**src/rtl/ysyx_23060096_regfile_sb.sv**
```systemverilog
// ysyx_23060096_regfile_sb
// Register file with a per-register busy scoreboard for an in-order issue
// pipeline. After reset, an INIT sweep clears one register per cycle. The
// block then enters RUN, where it serves NREAD combinational read ports
// with write-back bypass, tracks pending writes, and stalls WAW issues.
//
// Ports
//   clk, rst        clock, synchronous active-high reset
//   raddr / rdata   NREAD packed read indices / read data (port k at slice k)
//   rbusy           per read port: indexed register has a pending write
//   w_en/waddr/wdata  write-back strobe, index, data
//   iss_valid/iss_rd  issue request reserving destination iss_rd
//   iss_ready       issue accepted this cycle
//   init_done       clear sweep complete, block usable
module ysyx_23060096_regfile_sb #(
  parameter int ADDR_WIDTH = 5,
  parameter int DATA_WIDTH = 32,
  parameter int NREAD      = 2
) (
  input  logic                        clk,
  input  logic                        rst,
  input  logic [NREAD*ADDR_WIDTH-1:0] raddr,
  output logic [NREAD*DATA_WIDTH-1:0] rdata,
  output logic [NREAD-1:0]            rbusy,
  input  logic                        w_en,
  input  logic [ADDR_WIDTH-1:0]       waddr,
  input  logic [DATA_WIDTH-1:0]       wdata,
  input  logic                        iss_valid,
  input  logic [ADDR_WIDTH-1:0]       iss_rd,
  output logic                        iss_ready,
  output logic                        init_done
);

  localparam int DEPTH = 2 ** ADDR_WIDTH;
  localparam logic [ADDR_WIDTH-1:0] LAST_IDX = '1;

  typedef enum logic {S_INIT, S_RUN} state_t;

  state_t                r_state;
  logic [ADDR_WIDTH-1:0] r_idx;
  logic                  r_init_done;
  logic [DEPTH-1:0]      r_busy;
  logic [DATA_WIDTH-1:0] r_rf [DEPTH];

  logic w_run;
  logic w_wb;
  logic w_iss_acc;

  // Every output is forced quiet while rst is held, even if the state
  // register still says RUN until the reset edge arrives.
  assign w_run     = (r_state == S_RUN) && !rst;
  assign w_wb      = w_run && w_en && (waddr != '0);
  // A busy destination may still issue when its write-back lands this cycle.
  assign iss_ready = w_run && ((iss_rd == '0) || !r_busy[iss_rd] ||
                               (w_en && (waddr == iss_rd)));
  assign w_iss_acc = iss_valid && iss_ready && (iss_rd != '0);
  assign init_done = r_init_done && !rst;

  always_ff @(posedge clk) begin
    if (rst) begin
      r_state     <= S_INIT;
      r_idx       <= '0;
      r_init_done <= 1'b0;
      r_busy      <= '0;
    end else begin
      case (r_state)
        S_INIT: begin
          r_idx <= r_idx + ADDR_WIDTH'(1);
          if (r_idx == LAST_IDX) begin
            r_state     <= S_RUN;
            r_init_done <= 1'b1;
          end
        end
        S_RUN: begin
          if (w_wb)
            r_busy[waddr] <= 1'b0;
          // Placed after the clear so a same-cycle reissue leaves busy set.
          if (w_iss_acc)
            r_busy[iss_rd] <= 1'b1;
        end
        default: r_state <= S_INIT;
      endcase
    end
  end

  // Storage has no reset of its own; the INIT sweep is what zeroes it.
  always_ff @(posedge clk) begin
    if (!rst) begin
      if (r_state == S_INIT)
        r_rf[r_idx] <= '0;
      else if (w_wb)
        r_rf[waddr] <= wdata;
    end
  end

  for (genvar k = 0; k < NREAD; k++) begin : g_rd
    logic [ADDR_WIDTH-1:0] w_ra;
    logic [DATA_WIDTH-1:0] w_rd;

    assign w_ra = raddr[k*ADDR_WIDTH +: ADDR_WIDTH];
    assign w_rd = (!w_run || (w_ra == '0))      ? '0    :
                  (w_en && (waddr == w_ra))     ? wdata :
                                                  r_rf[w_ra];
    assign rdata[k*DATA_WIDTH +: DATA_WIDTH] = w_rd;
    // Same-cycle write-back does not hide the busy bit.
    assign rbusy[k] = w_run && r_busy[w_ra];
  end

endmodule

```
**config.mk**
```make
export PLATFORM = sky130hd
export DESIGN_NAME = ysyx_23060096_regfile_sb
export DESIGN_NICKNAME = d
export VERILOG_FILES = /design/src/rtl/ysyx_23060096_regfile_sb.sv
export SDC_FILE = /design/constraint.sdc
export NUM_CORES = 1
export LEC_CHECK = 0
export ABC_AREA = 1
export BUFFER_PORTS_ARGS = -buffer_cell sky130_fd_sc_hd__buf_4
export CAP_MARGIN = 20
export CELL_PAD_IN_SITES_DETAIL_PLACEMENT = 0
export CELL_PAD_IN_SITES_GLOBAL_PLACEMENT = 1
export CORE_MARGIN = 5
export CORE_UTILIZATION = 35
export CTS_BUF_LIST = sky130_fd_sc_hd__clkbuf_8
export DETAILED_ROUTE_END_ITERATION = 12
export MAX_ROUTING_LAYER = met4
export PLACE_DENSITY_LB_ADDON = 0.1
export SLEW_MARGIN = 0
export SYNTH_ARGS = -nofsm -noshare
export SYNTH_HDL_FRONTEND = slang
export SYNTH_SLANG_ARGS = --single-unit
```
**constraint.sdc**
```tcl
create_clock -name clk -period 4.6 [get_ports clk]
set_clock_uncertainty 0.1 [all_clocks]
set_input_delay 0.92 -clock clk [delete_from_list [all_inputs] [get_ports clk]]
set_output_delay 0.92 -clock clk [all_outputs]
set_load 0.005 [all_outputs]
```
==> metrics.csv <==
stage;metric;value;unit
synthesis;synth_top_family_by_area;simple AND/OR/NAND/NOR gates;
clock_tree;htree_levels;4;
cells_and_area;syn_to_final_growth;15.3;%
worst_hold_path;hold_path_class;in2reg;
setup_path;crit_path_max_fanout;33;
drt;wl_met1;101000;um
drt;via_per_inst;5.81;
synthesis;post-synth-top-area-cell;edfxtp_1;
placement;post-place-ws;0.372;ns
floorplanning;die_w;404;um
synthesis;synth_top_area_share;56.7;%
drt;topRoutingLayerUsed;met4;
sta;fin_crit_sh;93.8;%
drt;met3_length;17300;um
clock_tree;clock_sinks;1063;
grt;grt_pass1_wl;331000;um
cells_and_area;drive_above_1_share;11.3;%
floorplanning;die_h;404;um
sta;maxSlewViolCount;0;
clock_tree;clk_pin_slew;0.05;ns
synthesis;synth_seq_cells;1063;
sta;setup_viol;0;
placement;post-dp-hpwl;133000;um
drt;firstDrtPassIters;6;
sta;hold_viol;0;
setup_path;critPathCaptureType;output pin;
sta;rsz0062_at_grt;no;
synthesis;synth_edf_count;1024;
placement;port_buffers;123;
floorplanning;start_util;35.2;%
synthesis;synth-simple-area-share;19.0;%
synthesis;post-synth-top-count-cell;edfxtp_1;
synthesis;syn_inst;5780;
sta;fmax;232;MHz
cells_and_area;final_cells;8050;
drt;vias;46792;
floorplanning;ios;124;
run_status;status;completed;
synthesis;synth_common_cells;edfxtp_1 (1024), nand2_1 (928), nand3_1 (878);
clock_tree;numCtsBuffers;196;
synthesis;synth_top_flop_cell;edfxtp_1;
synthesis;synth_compound_area_share;15.6;%
pwr;power_density;339;mW/mm^2
pwr;vdd_drop_max;0.221;mV
synthesis;yosys.area_share.xor_xnor;0.0323;%
drt;wl_per_cell;29.0;um
grt;antenna_found_initial;8;
sta;max-slew-margin-rel;28.9;%
grt;grt_pass1_vias;44791;
clock_tree;cts_root_buf;clkbuf_8;
grt;grt_max_degree;103;
drt;ant_nets;0;
synthesis;async_flop_share;0;%
clock_tree;clockBufferDepth;3;
floorplanning;core_area;0.154;mm^2
drt;totalWireLength;233000;um
sta;fin_ws;0.283;ns
drt;drc;0;
placement;placedCellCount;7695;
floorplanning;die_area;0.163;mm^2
sta;fin_setup_tns;0;ns
drt;met2_length;108000;um
synthesis;syn_avg_cell_area;9.39;um^2
synthesis;synth_seq_area_share;58.1;%
synthesis;synth.distinct_cells;33;
setup_path;arrival;3.30;ns
pwr;p_leak;22.4;nW
floorplanning;fp-row-count;144;
drt;dr.first_iter.drc_count;5243;
synthesis;synth_fa_ha_area_share;0.0461;%
synthesis;synth_area_leaders;edfxtp_1 (57%), nand3_1 (8.1%), nand2_1 (6.4%);
grt;track_usage;28.7;%
sta;min_period;4.32;ns
run;maxCapViolCount;0;
clock_tree;clkLatencyLatePin;0.91;ns
synthesis;syn-cell-area;0.0542;mm^2
setup_path;crit_required;3.58;ns
placement;gp_congestion;0.833;
setup_path;criticalPathCategory;reg2out;
synthesis;yosys_warnings;0;
sta;tightestPinTransition;1.07;ns
cells_and_area;num-nets-final;5910;
setup_path;start_kind;register;
grt;overflow;0;
synthesis;syn-num-nets;5838;
synthesis;muxShareOfSynthArea;0;%
clock_tree;cts_tree;yes;
==> through the flow <==
stage / total power, W / utilization (%) / hold WS, ns / instance area (um^2)
after floorplan: 0.0120 / - / 0.334 / 54200
after global placement: 0.0130 / 38.2 / 0.362 / 58900
after detailed placement: 0.0130 / 38.3 / 0.371 / 59000
after CTS: 0.0214 / 40.5 / 0.276 / 62500
after global routing: 0.0220 / 40.6 / 0.321 / 62500
final: 0.0212 / 40.6 / 0.368 / 62500
==> sequential cells by signal, indices dropped and copies added, names as in the netlist <==
register / count
r_busy: 32
r_rf: 1024
r_init_done: 1
r_state: 1
r_idx: 5
==> cells by family (layout without fill, tap and decap cells) <==
| logic type | count (synthesis) | count (layout) |
|---|---|---|
| other | 0 | 5 |
| adders and majority gates | 2 | 2 |
| AOI/OAI and AO/OA | 1483 | 1483 |
| DFF | 1063 | 1063 |
| and+or+nand+nor | 2289 | 2289 |
| xor gates and xnor gates | 2 | 2 |
| buffers and inverters | 941 | 1162 |
==> critical path: stages (launching register included) <==
cell     delay, ns
dfxtp_2       0.49
inv_2         0.12
nor2_4        0.11
buf_4         0.40
nand2_2       0.33
buf_4         0.31
a21oi_1       0.40
buf_4         0.20
==> path summary, 6_finish.rpt <==
kind | from | end | slack (ns) | depth (start not counted)
setup / recovery | r_state | rdata[7] | 0.28 | 7
hold / removal | wdata[31] | r_rf[29][31] | 0.37 | 3
setup reg to reg | r_state | r_rf[18][20] | 1.24 | 11
hold reg to reg | r_init_done | r_init_done | 0.37 | 2
==> repair_timing <==
| item | in CTS | in global routing |
|---|---|---|
| hold buffers | 0 | 0 |
| setup endpoints to repair | 1 | 1 |
| setup buffers | 0 | 0 |
| gates resized for setup | 1 | 1 |
==> metal layers <==
metal,track usage [%],vias up
li1,-,21065
met1,38.6,23143
met2,44.9,2145
met3,4.50,439
met4,8.81,0
met5,-,-
==> layout by cell type (no fill, tap or decap), types with 6 or more instances in the layout <==
| cell type | instances |
|---|---|
| edfxtp_1 | 1024 |
| nand2_1 | 925 |
| nand3_1 | 876 |
| o21ai_0 | 549 |
| a21oi_1 | 525 |
| inv_1 | 518 |
| o211ai_1 | 372 |
| buf_4 | 250 |
| nand4_1 | 214 |
| clkbuf_8 | 199 |
| nor2_1 | 193 |
| buf_12 | 97 |
| clkinv_1 | 43 |
| dfxtp_1 | 38 |
| nor2_4 | 35 |
| nor2_2 | 19 |
| nor3_1 | 13 |
| o22ai_1 | 13 |
| inv_6 | 11 |
| buf_8 | 10 |
| o21ai_1 | 9 |
| clkinv_2 | 8 |
| inv_2 | 7 |
| nand3_2 | 6 |
==> report_power, final <==
group	switching (W)	leakage, nW	internal (W)
sequential	0.0000245	8.66	0.0105
combinational	0.00162	11.7	0.000613
clock	0.00425	2.07	0.00417
total	0.00589	22.4	0.0153
==> layout make-up <==
class | instances | area, um^2
fillers | 15185 | 91500
flip-flops and latches | 1063 | 31500
multi-input cells | 3776 | 19200
repair buffers | 362 | 4070
clock buffers | 199 | 2740
well taps | 2044 | 2560
inverters | 453 | 1740
clock inverters | 148 | 724
diodes | 5 | 12.5
Note: power is estimated with default switching activity, not from simulation.
